`config.mk`:
```
export PLATFORM = sky130hd
export DESIGN_NAME = alu_op_sequencer
export DESIGN_NICKNAME = d
export VERILOG_FILES = /design/src/rtl/alu_op_sequencer.sv
export SDC_FILE = /design/constraint.sdc
export NUM_CORES = 1
export LEC_CHECK = 0
export BUFFER_PORTS_ARGS = -buffer_cell sky130_fd_sc_hd__buf_2
export CORE_MARGIN = 1.5
export CORE_UTILIZATION = 51
export CTS_CLUSTER_SIZE = 8
export DETAILED_ROUTE_END_ITERATION = 7
export GPL_TIMING_DRIVEN = 0
export HOLD_SLACK_MARGIN = 0.08
export PLACE_DENSITY = 0.95
export SYNTH_ARGS = -nofsm -noshare
export SYNTH_HDL_FRONTEND = slang
export SYNTH_SLANG_ARGS = --single-unit
```
`constraint.sdc`:
```
create_clock -name clk -period 4.8 [get_ports clk]
set_input_delay 0.24 -clock clk [delete_from_list [all_inputs] [get_ports clk]]
set_output_delay 0.24 -clock clk [all_outputs]
set_load 0.02 [all_outputs]
```
`src/rtl/alu_op_sequencer.sv`:
```
// Round-robin front end for a shared combinational ALU: accepts one op at a time
// from two requesters, splits variable rotates into bounded passes, returns the result.
module alu_op_sequencer #(
   parameter int WIDTH    = 32,
   parameter int MAX_STEP = 7,
   parameter int AMT_BITS = 5
) (
   input  logic             clk,
   input  logic             reset,
   input  logic             req0_valid,
   output logic             req0_ready,
   input  logic [4:0]       req0_sel,
   input  logic [WIDTH-1:0] req0_a,
   input  logic [WIDTH-1:0] req0_b,
   input  logic             req1_valid,
   output logic             req1_ready,
   input  logic [4:0]       req1_sel,
   input  logic [WIDTH-1:0] req1_a,
   input  logic [WIDTH-1:0] req1_b,
   output logic             rsp_valid,
   input  logic             rsp_ready,
   output logic             rsp_id,
   output logic [WIDTH-1:0] rsp_data,
   output logic [WIDTH-1:0] alu_i1,
   output logic [WIDTH-1:0] alu_i2,
   output logic [4:0]       alu_sel,
   input  logic [WIDTH-1:0] alu_o
);

   localparam logic [1:0] S_IDLE = 2'd0;
   localparam logic [1:0] S_EXEC = 2'd1;
   localparam logic [1:0] S_ROT  = 2'd2;
   localparam logic [1:0] S_DONE = 2'd3;

   localparam logic [4:0]          SEL_ROLV = 5'b00000;
   localparam logic [4:0]          SEL_RORV = 5'b00001;
   localparam logic [AMT_BITS-1:0] STEP     = AMT_BITS'(MAX_STEP);

   logic [1:0]          state;
   logic [4:0]          sel_q;
   logic [WIDTH-1:0]    a_q;
   logic [WIDTH-1:0]    b_q;      // also the rotate accumulator
   logic [WIDTH-1:0]    result;
   logic                id_q;
   logic                last_grant;
   logic [AMT_BITS-1:0] rem;

   logic                gnt_valid;
   logic                gnt_id;
   logic [4:0]          sel_in;
   logic [WIDTH-1:0]    a_in;
   logic [WIDTH-1:0]    b_in;
   logic                is_rot;
   logic [AMT_BITS-1:0] amt;
   logic [AMT_BITS-1:0] chunk;

   // A tie goes to whoever did not win last; otherwise the lone valid requester.
   always_comb begin
      gnt_valid = req0_valid | req1_valid;
      if (req0_valid && req1_valid) gnt_id = ~last_grant;
      else                          gnt_id = req1_valid;
   end

   assign req0_ready = (state == S_IDLE) && gnt_valid && !gnt_id;
   assign req1_ready = (state == S_IDLE) && gnt_valid &&  gnt_id;

   assign sel_in = gnt_id ? req1_sel : req0_sel;
   assign a_in   = gnt_id ? req1_a   : req0_a;
   assign b_in   = gnt_id ? req1_b   : req0_b;
   assign is_rot = (sel_in == SEL_ROLV) || (sel_in == SEL_RORV);
   assign amt    = a_in[AMT_BITS-1:0];
   assign chunk  = (rem > STEP) ? STEP : rem;

   always_comb begin
      alu_i1  = '0;
      alu_i2  = '0;
      alu_sel = '0;
      case (state)
         S_EXEC: begin
            alu_i1  = a_q;
            alu_i2  = b_q;
            alu_sel = sel_q;
         end
         S_ROT: begin
            alu_i1  = WIDTH'(chunk);
            alu_i2  = b_q;
            alu_sel = sel_q;
         end
         default: ;
      endcase
   end

   assign rsp_valid = (state == S_DONE);
   assign rsp_data  = result;
   assign rsp_id    = id_q;

   always_ff @(posedge clk) begin
      if (reset) begin
         state      <= S_IDLE;
         sel_q      <= '0;
         a_q        <= '0;
         b_q        <= '0;
         result     <= '0;
         id_q       <= 1'b0;
         last_grant <= 1'b1;
         rem        <= '0;
      end else begin
         case (state)
            S_IDLE: begin
               if (gnt_valid) begin
                  sel_q      <= sel_in;
                  a_q        <= a_in;
                  b_q        <= b_in;
                  id_q       <= gnt_id;
                  last_grant <= gnt_id;
                  if (!is_rot) begin
                     state <= S_EXEC;
                  end else if (amt == '0) begin
                     result <= b_in;
                     state  <= S_DONE;
                  end else begin
                     rem   <= amt;
                     state <= S_ROT;
                  end
               end
            end
            S_EXEC: begin
               result <= alu_o;
               state  <= S_DONE;
            end
            S_ROT: begin
               b_q <= alu_o;
               rem <= rem - chunk;
               if (rem == chunk) begin
                  result <= alu_o;
                  state  <= S_DONE;
               end
            end
            default: begin
               if (rsp_ready) state <= S_IDLE;
            end
         endcase
      end
   end

endmodule

```
==> flow_summary.yaml <==
cts:
  clockRootBuffer: "clkbuf_16"
  cts.sinks: 110
  cts_setup_buffers: 0
  ctsHtreeMaxLevel: 3
  clk_latency_ns: 0.34
  holdBufCountCts: 0
  cts_made_buffers: 9
  postCtsResizedCells: 0
  max-clock-path-buffers: 2
  clkTransAtPathRegs_ns: 0.07
  cts_tree: "done"
min_path:
  min_path_cells: 3
  min_from: "req0_sel[4]"
  min_to: "sel_q[4]"
  hold_class: "in -> reg"
placed_design:
  place.port_buffers: 278
  dp_cells: 1146
  place.gp.congestion: 0.8964
  place_hpwl_mm: 15.10
detailed_routing:
  drt_iter0_markers: 377
  firstDrtPassIters: 5
  antenna_left: 0
  drc_errors: 0
  finalWirelength_mm: 19.58
  wl_per_cell_um: 16.81
  viasPerCell: 5.526
  vias: 6438
timing:
  finalCritPeriodShare_pct: 61.36
  worst_pin_slew_ns: 0.9806
  maxSlewViolCount: 0
  finClkSkew_ns: 0.005517
  finalHoldViolations: 0
  max_freq_ghz: 0.3396
  fin_crit_ns: 2.945
  slew_headroom_pct: 34.62
  rsz0062_at_grt: "no"
  setup_violations: 0
  setup_tns_ns: 0
final_layout:
  drive_above_1_share_pct: 30.03
  nNetsFinal: 1194
  final_common_cell: "buf_2"
  area_growth_pct: 32.93
  stdcell_count: 1165
  final_cell_mix: "buf_2 (281), dfxtp_1 (110), nor2_1 (109)"
setup_path:
  rrSetupSlack_ns: 1.88
  r2r_end: "rsp_data[17]"
  worstPathMaxFanout: 10
  r2r_start: "rem[4]"
  cp_data_required_time_ns: 4.56
  critPathCaptureType: "primary output"
  worstSetupStartpointType: "register"
  crit_arrival_ns: 2.71
  critPathKind: "reg -> out"
  reg2regPathDepth: 9
power_and_ir_drop:
  switching_power_mw: 2.443
  p_leak_nw: 3.975
  power.total_mw: 5.462
  p_clk_share_pct: 17.5
  p_int_mw: 3.020
  p_seq_share_pct: 26.0
  power_density_nw_per_um2: 688.8
  swShare_pct: 44.72
  ir_drop_mv: 0.4444
  combPwrFrac_pct: 56.5
yosys:
  synthCells: 725
  ys_ff_latch: 110
  yosysUniqueCellTypes: 43
  syn_area_per_cell_sq_um: 8.229
  synth_seq_area_share_pct: 36.91
  syn_area_sq_um: 5966
  yosysWarningCount: 0
  syn_nets: 905
grt:
  gr-usage-all-layers_pct: 30.94
  grt_max_degree: 18
  overflow: 0
  grt_pass1_wl_mm: 30.80
  grt_antenna_before_repair: 3
  grt_pass1_vias: 6296
floorplan:
  die_x_um: 111.2
  core_sq_um: 11420
  ioPinCount: 280
  dieArea_sq_um: 12360
  start_util_pct: 52.25
  die_height_um: 111.2
  rows: 39
job:
  drv_cap: 0
status:
  outcome: "finished clean"
power groups by stage:
| stage | Clock [mW] | Sequential (mW) | Combinational (mW) |
|---|---|---|---|
| floorplan | 0 | 1.53 | 2.03 |
| global route | 0.992 | 1.45 | 3.37 |
| CTS | 0.958 | 1.41 | 3.08 |
| finish | 0.954 | 1.42 | 3.09 |
| detailed placement | 0 | 1.43 | 3.06 |
| global placement | 0 | 1.41 | 2.99 |
sequential cells by signal (all words and copies together), names as in the netlist:
register and flops:
rsp_id 1, sel_q 5, last_grant 1, rsp_data 32, b_q 32, rem 5
a_q 32, state 2
cells in the mapped netlist:
cell type | instances | area (sq um)
buf_1 | 9 | 33.78
or3b_1 | 1 | 8.760
a311oi_1 | 4 | 35.03
a21oi_1 | 6 | 30.03
o221ai_1 | 1 | 8.760
nand2_1 | 84 | 315.3
o211ai_1 | 2 | 15.01
buf_8 | 3 | 45.04
a22oi_1 | 28 | 210.2
nand3_1 | 1 | 5.000
a211oi_1 | 5 | 37.54
a21boi_0 | 4 | 30.03
and3_1 | 3 | 18.77
a22o_1 | 28 | 245.2
a21o_1 | 1 | 7.510
or4b_4 | 2 | 27.53
a211o_1 | 1 | 8.760
buf_2 | 3 | 15.01
a21bo_2 | 1 | 10.01
a31o_2 | 1 | 8.760
or4_1 | 1 | 7.510
nor4_1 | 2 | 12.51
nor2_1 | 109 | 409.1
o32ai_1 | 1 | 8.760
clkbuf_1 | 48 | 180.2
and2_1 | 66 | 412.9
a21boi_1 | 1 | 7.510
ha_1 | 5 | 62.56
xnor2_1 | 1 | 8.760
a2bb2oi_1 | 1 | 8.760
inv_1 | 3 | 11.26
o21ai_0 | 70 | 350.3
dfxtp_1 | 110 | 2202
mux2i_1 | 105 | 1051
nor2b_1 | 1 | 6.260
or2_2 | 1 | 6.260
a31oi_1 | 2 | 12.51
o21bai_1 | 2 | 15.01
nand2b_1 | 3 | 18.77
a31oi_4 | 1 | 21.27
a221o_1 | 2 | 20.02
nor3_1 | 1 | 5.000
or4_4 | 1 | 11.26
critical path, cell delays in order (launching register included):
cell      delay [ns]
dfxtp_1         0.40
inv_1           0.08
ha_1            0.27
clkbuf_1        0.36
buf_1           0.47
clkbuf_1        0.40
and2_1          0.18
buf_2           0.19
kinds of logic (layout without fill, tap and decap cells):
group	Yosys count	after routing	share of synthesized area, %
mux	105	105	17.62
buf+inv	66	360	4.782
other cells	0	3	0
fa+ha+maj	5	5	1.049
compound gates	162	162	18.29
simple gates	276	276	21.20
flops	110	110	36.91
xor+xnor	1	1	0.1468
metrics by stage:
step | worst slack, ns | util [%] | area (sq um) | hold WS (ns)
after floorplan | 2.317 | - | 5966 | 0.3990
after global placement | 2.024 | 66.00 | 7536 | 0.4646
after detailed placement | 1.986 | 66.00 | 7536 | 0.4742
after CTS | 1.853 | 69.38 | 7923 | 0.1695
after global routing | 1.638 | 69.43 | 7928 | 0.1774
final | 1.855 | 69.45 | 7930 | 0.1734
how the worst max path moves through the flow:
stage,start,to,slack [ns],cells past startpoint
CTS,state[0],alu_i2[29],1.85,7
global placement,rem[4],rsp_data[26],2.02,9
detailed placement,rem[4],rsp_data[23],1.99,9
finish,state[1],alu_i2[30],1.85,7
floorplan,rem[4],rsp_data[0],2.32,9
global route,state[1],alu_i2[30],1.64,7
final cells by class:
cell class,count,area [sq um]
plain buffers,63,274.0
fillers,954,3488
diodes,3,7.507
inverters,3,11.26
repair buffers,278,1391
clock inverters,6,157.7
clock buffers,10,229.0
multi-input cells,549,3478
well taps,143,178.9
flip-flops and latches,110,2202
routing by layer:
layer / track usage (%) / share of wire (%)
met5: 0 / 0
met2: 52.14 / 48
met3: 5.139 / 6.5
met4: 17.38 / 4.6
met1: 37.49 / 40
(Power assumes the default switching activity.)
